[src/rtl/prog_down_counter.sv]
// Loadable down-counter/timer with prescaler, one-shot or auto-reload mode,
// hold and abort. oflag pulses for one cycle when the count expires.
module prog_down_counter #(
  parameter int WIDTH      = 8,
  parameter int PRESCALE_W = 4
) (
  input  logic                  clk,
  input  logic                  rst_n,
  input  logic [WIDTH-1:0]      din,
  input  logic                  ena,
  input  logic [PRESCALE_W-1:0] prescale,
  input  logic                  reload_en,
  input  logic                  hold,
  input  logic                  abort,
  output logic [WIDTH-1:0]      count,
  output logic                  busy,
  output logic                  oflag
);

  // state | meaning
  // IDLE  | no countdown active; count parked at its last value (0)
  // RUN   | counting down; prescaler advances unless hold is high
  typedef enum logic {IDLE = 1'b0, RUN = 1'b1} state_t;

  state_t                state, state_nxt;
  logic [WIDTH-1:0]      count_r, count_nxt;
  logic [WIDTH-1:0]      reload_r, reload_nxt;
  logic [PRESCALE_W-1:0] psc_cnt, psc_cnt_nxt;
  logic [PRESCALE_W-1:0] psc_lat, psc_lat_nxt;
  logic                  mode_r, mode_nxt;
  logic                  oflag_r, oflag_nxt;

  logic kill, load, advance, tick, expire;

  // A zero-length load has nothing to count, so it behaves like abort.
  assign kill    = abort || (ena && (din == '0));
  assign load    = ena && (din != '0) && !abort;
  assign advance = (state == RUN) && !hold && !kill && !load;
  assign tick    = advance && (psc_cnt == psc_lat);
  assign expire  = tick && (count_r == WIDTH'(1));

  always_ff @(posedge clk or negedge rst_n) begin
    if (!rst_n) begin
      state    <= IDLE;
      count_r  <= '0;
      reload_r <= '0;
      psc_cnt  <= '0;
      psc_lat  <= '0;
      mode_r   <= 1'b0;
      oflag_r  <= 1'b0;
    end else begin
      state    <= state_nxt;
      count_r  <= count_nxt;
      reload_r <= reload_nxt;
      psc_cnt  <= psc_cnt_nxt;
      psc_lat  <= psc_lat_nxt;
      mode_r   <= mode_nxt;
      oflag_r  <= oflag_nxt;
    end
  end

  always_comb begin
    state_nxt = state;
    if (kill)
      state_nxt = IDLE;
    else if (load)
      state_nxt = RUN;
    else if (expire && !mode_r)
      state_nxt = IDLE;
  end

  always_comb begin
    count_nxt   = count_r;
    reload_nxt  = reload_r;
    psc_cnt_nxt = psc_cnt;
    psc_lat_nxt = psc_lat;
    mode_nxt    = mode_r;
    oflag_nxt   = 1'b0;
    if (kill) begin
      count_nxt   = '0;
      psc_cnt_nxt = '0;
    end else if (load) begin
      count_nxt   = din;
      reload_nxt  = din;
      psc_lat_nxt = prescale;
      mode_nxt    = reload_en;
      psc_cnt_nxt = '0;
    end else if (advance) begin
      if (tick) begin
        psc_cnt_nxt = '0;
        if (expire) begin
          oflag_nxt = 1'b1;
          count_nxt = mode_r ? reload_r : '0;
        end else begin
          count_nxt = count_r - WIDTH'(1);
        end
      end else begin
        psc_cnt_nxt = psc_cnt + PRESCALE_W'(1);
      end
    end
  end

  assign count = count_r;
  assign busy  = (state == RUN);
  assign oflag = oflag_r;

endmodule
[config.mk]
export PLATFORM = sky130hd
export DESIGN_NAME = prog_down_counter
export DESIGN_NICKNAME = d
export VERILOG_FILES = /design/src/rtl/prog_down_counter.sv
export SDC_FILE = /design/constraint.sdc
export NUM_CORES = 1
export LEC_CHECK = 0
export ABC_CLOCK_PERIOD_IN_PS = 2500
export CAP_MARGIN = 20
export CORE_UTILIZATION = 50
export DETAILED_ROUTE_END_ITERATION = 10
export HOLD_SLACK_MARGIN = 0.08
export PLACE_DENSITY = 0.77
export RECOVER_POWER = 50
export SYNTH_ARGS = -nofsm -noshare
export SYNTH_HDL_FRONTEND = slang
export SYNTH_SLANG_ARGS = --single-unit
[constraint.sdc]
create_clock -name clk -period 2.5 [get_ports clk]
set_clock_uncertainty 0.05 [all_clocks]
set_input_delay 0.5 -clock clk [delete_from_list [all_inputs] [get_ports clk]]
set_output_delay 0.5 -clock clk [all_outputs]
set_load 0.02 [all_outputs]
### Word-level counts from Yosys, hierarchy flattened

Cells that the tools add are included.

* input port bits: 18
* output and inout port bits: 10
* word-level logic and storage cells: 52
* flip-flop bits (word level): 27

* bitwise operators: 1
* equal/unequal tests: 2
* muxes and demuxes: 18
* add/subtract/negate cells: 2
* reduce and logical (&&, ||, !) cells: 22

Operators by type and width (count)
* $mux W8: 6
* $mux W4: 4
* $logic_and A1 B1 Y1: 9
* $reduce_bool A3 Y1: 3
* $eq A8 B1 Y1 const B: 1
* $logic_not A8 Y1: 1
* $mux W1: 8
* $reduce_bool A8 Y1: 1
* $sub A8 B1 Y8 const B: 1
* $logic_not A1 Y1: 5
* $add A4 B1 Y4 const B: 1
* $eq A4 B4 Y1: 1
* $reduce_and A2 Y1: 2
* $logic_or A1 B1 Y1: 1
* $not A1 Y1: 1

### Depth between registers and ports, before layout

Gate-level depths: netlist of run 1.

* depth in word-level cells: 13
* gate-level depth with buffers: 7
* gate-level depth less buffers: 6

### Worst setup path before layout of run 1

OpenSTA, ideal clock, no wires.

* path type: register to register
* start point: register count_r[5], in the netlist count[5]
* end point: register count_r[0], in the netlist count[0]
* path buffers: 1
* clock period less this slack: 1.884 ns
* path slack: 0.616 ns
* stages on the path, launching flop included: 6
* arrival: 1.746 ns
* cell sequence: dfrtp_1 > nor4_1 > and4_1 > buf_6 > mux2_2 > a22oi_1

* longest elaborated chain between the ends: 7

Ends and longest elaborated chain
* start: declaration: line 26 `logic [WIDTH-1:0] count_r, count_nxt;`
* start signal: assignment: line 53 `count_r <= count_nxt;`
* $eq A8 B1 Y1: line 40 `assign expire = tick && (count_r == WIDTH'(1));`
* $logic_and A1 B1 Y1: line 40
* $mux W8: line 91 `if (expire) begin`
* $mux W8: line 89 `if (tick) begin`
* $mux W8: line 88 `end else if (advance) begin`
* $mux W8: line 82 `end else if (load) begin`
* $mux W8: line 79 `if (kill) begin`

Every way passes these cells. The select of a mux whose other input is x is not followed.
A chain may end at the register's enable or synchronous reset.

### Worst setup path after layout of run 1

* start point: register psc_cnt[0]
* end point: register count_r[3], in the netlist count[3]

* longest elaborated chain between the ends: 8
* elaborated cells between the ends (all ways): 10
* those cells by class: 1 x eq/ne; 5 x mux; 4 x reduce/logical

Ends and longest elaborated chain
* start: declaration: line 28 `logic [PRESCALE_W-1:0] psc_cnt, psc_cnt_nxt;`
* start signal: assignment: line 55 `psc_cnt <= psc_cnt_nxt;`
* $eq A4 B4 Y1 (*): line 39 `assign tick = advance && (psc_cnt == psc_lat);`
* $logic_and A1 B1 Y1 (*): line 39
* $logic_and A1 B1 Y1: line 40
* $mux W8: line 91
* $mux W8: line 89
* $mux W8: line 88
* $mux W8: line 82
* $mux W8: line 79

Every way passes the cells marked *; elsewhere a longest branch is shown, timed or not. The select of a mux whose other input is x is not followed.

==> results.py, run 1 <==
metrics = {
    "clocking": {
        "cts_made_buffers": 3,
        "clock_tree.buffer_depth": 2,
        "cts_tree": "yes",
        "cts.sinks": 27,
        "path_clk_slew_ps": 150,
        "cts-root-buf": "clkbuf_4",
        "clk_latency_ps": 330,
        "h-tree-depth": 1,
        "ctsHoldBuffers": 0,
        "cts_resized": 0,
        "post-cts-setup-buffers": 0,
    },
    "pwr": {
        "p_per_area_nw_per_um2": 511.0,
        "ir_worst_vdd_v": 0.0004072,
        "leakage_nw": 0.8179,
    },
    "cells_and_area": {
        "final_nets": 220,
        "syn_to_final_growth_pct": 23.46,
        "layout-drive-gt1-share_pct": 9.091,
        "diodes": 0,
        "post-route-util_pct": 66.34,
    },
    "drt": {
        "routed_via_density": 5.825,
        "wl_mm": 3.776,
        "routedWlPerCell_um": 16.49,
        "first_iter_violations": 68,
        "remaining_drc_errors": 4,
        "first_pass_iters": 7,
        "ant_nets": 0,
        "vias": 1334,
    },
    "worst_setup_path": {
        "cp_top_family": "simple AND/OR/NAND/NOR gates",
        "crit_path_max_fanout": 9,
        "arrival_ps": 2360,
        "regToRegSetupSlack_ps": 350,
        "worstReg2RegEnd": "count[3]",
        "cpPeakStageDelay_ps": 520,
        "r2r_cells": 5,
        "worstSetupPathType": "register to register",
        "critical_path.cell_chain": "xor2_1, nor4_4, and4_1, mux2_2, o21ai_0",
        "crit_path_top_delay_cell": "and4_1",
        "endpoint_kind": "register",
        "timing.rr.start": "psc_cnt[0]",
        "critPathBufInv": 0,
        "critPathLaunchType": "register",
        "critPathRequiredTime_ps": 2710,
    },
    "grt": {
        "antenna_found_initial": 0,
        "grt_use_total_pct": 24.29,
        "grt_pass1_wl_mm": 5.989,
        "grt_max_degree": 28,
        "grt_pass1_vias": 1292,
        "grt_overflow": 0,
    },
    "synthesis": {
        "synth_most_common_cell": "nand2_1",
        "synth_edf_count": 0,
        "synthTopCellsByCount": "43 x nand2_1, 27 x dfrtp_1, 9 x a22oi_1",
        "synth_area_leader_cell": "dfrtp_1",
        "yosys.area.top_type_share_pct": 44.44,
        "ys_ff_latch": 27,
        "synth.area.top_cells": "dfrtp_1 44%, nand2_1 11%, mux2_2 5.2%",
        "syn-num-nets": 186,
        "ys_seq_area_share_pct": 44.44,
        "postSynthCellCount": 165,
        "synthDistinctLibCells": 36,
        "async_reset_ff_share_pct": 100.0,
        "syn_area_um2": 1520,
        "syn_area_per_cell_um2": 9.213,
        "ys_warn_count": 0,
        "synth_ff_type": "dfrtp_1",
    },
    "placed_design": {
        "gp_routability_congestion": 0.8614,
        "dp_hpwl_mm": 2.782,
        "io_buffers": 27,
    },
    "min_path": {
        "hold_class": "register to register",
        "min_delay_worst_endpoint": "reload_r[1]",
        "min_from": "reload_r[1]",
        "whs_path_depth": 2,
    },
    "die": {
        "core-area_um2": 2829,
        "die_w_um": 57.14,
        "start_util_pct": 53.74,
        "placementRows": 19,
        "dieArea_um2": 3265,
        "ios": 28,
        "die_y_um": 57.14,
    },
    "sta": {
        "setup-violations-final": 0,
        "relSlewSlack_pct": 2.647,
        "slew_viol_final": 0,
        "rsz0062_at_grt": "no",
        "tightest_slew_ps": 1460,
        "hold_ws_ps": 456.0,
        "fin_crit_ps": 2154,
        "fin_setup_tns_ps": 0,
        "clock.fmax_mhz": 464.2,
        "fin_crit_sh_pct": 86.17,
        "final-hold-violation-count": 0,
    },
    "run_status": {
        "violations": "design-rule violations",
        "status": "complete, but fails checks",
    },
    "job": {
        "drv_cap": 0,
    },
}
-- cell usage in the layout, fill, tap and decap left out, types with 2 or more instances in the layout --
cell,instances
nand2_1,43
dfrtp_1,27
clkdlybuf4s50_1,25
a22oi_1,9
o21ai_0,8
xor2_1,7
nor2_1,7
a21oi_1,7
mux2_2,7
buf_4,7
a22o_1,5
nor2b_1,4
nor4_1,3
nor3b_1,3
nor3_1,3
xnor2_1,3
ha_1,3
clkbuf_4,3
clkbuf_1,3
inv_1,2
nand3_1,2
nand3b_1,2
dlygate4sd3_1,2
-- worst max-delay path by stage --
stage	startpoint	to	slack, ps	cells after the start
after CTS	psc_cnt[0]	count[3]	350	5
after global placement	abort	count[0]	130	6
after detailed placement	abort	count[3]	1	6
after global routing	psc_cnt[0]	count[2]	190	5
after floorplan	count[5]	count[0]	620	5
final	psc_cnt[0]	count[3]	350	5
-- metal layers --
metal / part of all wire, % / global-route usage [%] / wire, um
met5: 0 / 0 / 0
met4: 1.4 / 8.711 / 51
met3: 5.6 / 3.628 / 211
met2: 47 / 39.33 / 1760
met1: 46 / 33.33 / 1752
-- registers in the layout, indices dropped and copies added (netlist names) --
| name | cells |
|---|---|
| reload_r | 8 |
| mode_r | 1 |
| busy | 1 |
| oflag | 1 |
| psc_cnt | 4 |
| count | 8 |
| psc_lat | 4 |
-- kinds of logic after synthesis --
group | after synthesis | synth area share, %
compound gates | 34 | 14.82
xor+xnor | 10 | 5.762
fa+ha+maj | 3 | 2.469
buf+inv | 9 | 3.045
flops | 27 | 44.44
mux | 8 | 5.844
simple gates | 74 | 23.62
-- report_power, final --
part | internal, mW | leakage, nW | switching (mW) | total [mW]
logic | 0.128 | 0.453 | 0.124 | 0.252
registers | 0.473 | 0.350 | 0.0402 | 0.513
clock network | 0.0627 | 0.0150 | 0.131 | 0.194
total | 0.664 | 0.818 | 0.295 | 0.959
-- through the flow --
stage | setup slack, ps | power, mW | cell area, um2 | std cells
floorplan | 616.5 | 0.6620 | 1520 | 165
global placement | 128.3 | 0.7628 | 1858 | 225
detailed placement | 1.464 | 0.7738 | 1858 | 225
CTS | 346.1 | 0.9645 | 1884 | 229
global route | 187.2 | 0.9996 | 1877 | 229
finish | 345.8 | 0.9591 | 1877 | 229
-- area by class of cell --
cell class,instances,area (um2)
Clock buffer,4,26.28
Fill cell,244,952.2
Inverter,2,7.507
Multi-Input combinational cell,129,798.3
Sequential cell,27,675.6
Tap cell,31,38.79
Timing Repair Buffer,36,330.3
-- tightest hold or removal path, delay by kind of cell, from the launching register on --
family,cells,cell delay (ps)
DFF,1,380
and+or+nand+nor,2,110
No activity file was read; power rests on OpenSTA's default activity.
==> run 2, diff against run 1 <==
--- a/config.mk
+++ b/config.mk
@@ -5,13 +5,14 @@
 export SDC_FILE = /design/constraint.sdc
 export NUM_CORES = 1
 export LEC_CHECK = 0
-export ABC_CLOCK_PERIOD_IN_PS = 2500
 export CAP_MARGIN = 20
 export CORE_UTILIZATION = 50
 export DETAILED_ROUTE_END_ITERATION = 10
+export GPL_TIMING_DRIVEN = 0
 export HOLD_SLACK_MARGIN = 0.08
 export PLACE_DENSITY = 0.77
 export RECOVER_POWER = 50
+export SLEW_MARGIN = 20
 export SYNTH_ARGS = -nofsm -noshare
 export SYNTH_HDL_FRONTEND = slang
 export SYNTH_SLANG_ARGS = --single-unit
==> results.py, run 2 (synthesis gave the netlist of run 1 again) <==
metrics = {
    "grt": {
        "grt_use_total_pct": 23.26,
        "antenna_found_initial": 0,
        "grt_pass1_vias": 1259,
        "grt_max_degree": 28,
        "grt_overflow": 0,
        "grt_pass1_wl_mm": 5.844,
    },
    "drt": {
        "wl_mm": 3.531,
        "first_iter_violations": 66,
        "routed_via_density": 5.674,
        "vias": 1288,
        "routedWlPerCell_um": 15.56,
        "first_pass_iters": 7,
        "ant_nets": 0,
        "remaining_drc_errors": 4,
    },
    "worst_setup_path": {
        "worstSetupPathType": "input pin to register",
        "crit_path_max_fanout": 9,
        "arrival_ps": 2420,
        "regToRegSetupSlack_ps": 350,
        "endpoint_kind": "register",
        "critPathRequiredTime_ps": 2700,
        "critPathLaunchType": "input pin",
    },
    "clocking": {
        "cts_resized": 0,
        "cts.sinks": 27,
        "ctsHoldBuffers": 0,
        "cts_made_buffers": 3,
        "cts-root-buf": "clkbuf_4",
        "path_clk_slew_ps": 150,
        "clock_tree.buffer_depth": 2,
        "post-cts-setup-buffers": 0,
        "cts_tree": "yes",
        "clk_latency_ps": 340,
        "h-tree-depth": 1,
    },
    "die": {
        "placementRows": 19,
        "die_w_um": 57.14,
        "die_y_um": 57.14,
        "dieArea_um2": 3265,
        "core-area_um2": 2829,
        "start_util_pct": 53.74,
        "ios": 28,
    },
    "sta": {
        "final-hold-violation-count": 0,
        "clock.fmax_mhz": 451.0,
        "slew_viol_final": 0,
        "relSlewSlack_pct": 5.492,
        "setup-violations-final": 0,
        "fin_setup_tns_ps": 0,
        "rsz0062_at_grt": "no",
        "tightest_slew_ps": 1418,
        "fin_crit_sh_pct": 88.68,
        "fin_crit_ps": 2217,
    },
    "cells_and_area": {
        "final_cell_mix": "43 x nand2_1, 27 x dfrtp_1, 25 x clkdlybuf4s50_1, 9 x a22oi_1, 8 x o21ai_0",
        "final_nets": 218,
        "mostFrequentLayoutCell": "nand2_1",
        "fillers": 259,
        "layout-drive-gt1-share_pct": 6.633,
        "syn_to_final_growth_pct": 21.56,
        "diodes": 0,
    },
    "min_path": {
        "hold_class": "input pin to async pin",
    },
    "placed_design": {
        "io_buffers": 27,
        "dp_hpwl_mm": 2.659,
        "gp_routability_congestion": 0.8556,
    },
    "pwr": {
        "p_per_area_nw_per_um2": 511.2,
        "total_power_mw": 0.9448,
        "leakage_nw": 0.7956,
        "ir_worst_vdd_v": 0.0003414,
    },
    "run_status": {
        "violations": "design-rule violations",
        "status": "complete, but fails checks",
    },
    "job": {
        "drv_cap": 0,
    },
}
[run 2: changes by cell type in the layout (fill, tap and decap cells not counted), sizes merged]
cell / previous run / this run
buf: 7 / 3
clkbuf: 6 / 9
dlygate4sd3: 2 / 1
[run 2: metrics by stage]
step                utilization (%)  hold slack (ps)  std cells  area (um2)  worst slack, ps
floorplan                         -            154.4        165        1520            616.5
global placement              64.66            411.2        223        1829           -5.529
detailed placement            64.48            416.8        223        1824           -54.57
CTS                           65.41            110.8        227        1851            294.4
global route                  65.33            468.4        227        1848            196.5
finish                        65.33            410.9        227        1848            282.9
[run 2: cell type report]
type	count	area (um2)	area share (%)
Multi-Input combinational cell	129	798.3	43.20
Sequential cell	27	675.6	36.56
Timing Repair Buffer	27	264.0	14.29
Tap cell	31	38.79	2.099
Buffer	7	37.54	2.031
Clock buffer	4	26.28	1.422
Inverter	2	7.507	0.4062
[run 2: worst paths after layout]
check | start | end | depth (start not counted)
setup / recovery | ena | count[3] | 8
min in group clk | reload_r[1] | reload_r[1] | 2
hold / removal | rst_n | psc_cnt[2] | 1
hold reg to reg | reload_r[1] | reload_r[1] | 2
max in group asynchronous | rst_n | reload_r[3] | 1
setup reg to reg | count[5] | count[3] | 5
[run 2: per-layer routing]
| layer | vias up | track usage (%) | part of all wire, % |
|---|---|---|---|
| met5 | - | 0 | 0 |
| met4 | 0 | 8.362 | 1.4 |
| met3 | 5 | 2.948 | 5.2 |
| met2 | 37 | 36.30 | 46 |
| met1 | 606 | 33.43 | 47 |
| li1 | 640 | - | - |
[run 2: power by group]
part           total [mW]  switching (mW)  leakage, nW  internal, mW
logic               0.246           0.126        0.431         0.120
registers           0.505          0.0319        0.350         0.473
clock network       0.193           0.130       0.0150        0.0627
total               0.945           0.289        0.796         0.656
[run 2: worst max-delay path: stages]
cell and delay (ps):
clkdlybuf4s50_1 520, or2_1 250, buf_4 160, nor2_1 120
and4_1 220, buf_6 160, mux2_2 330, o21ai_0 150
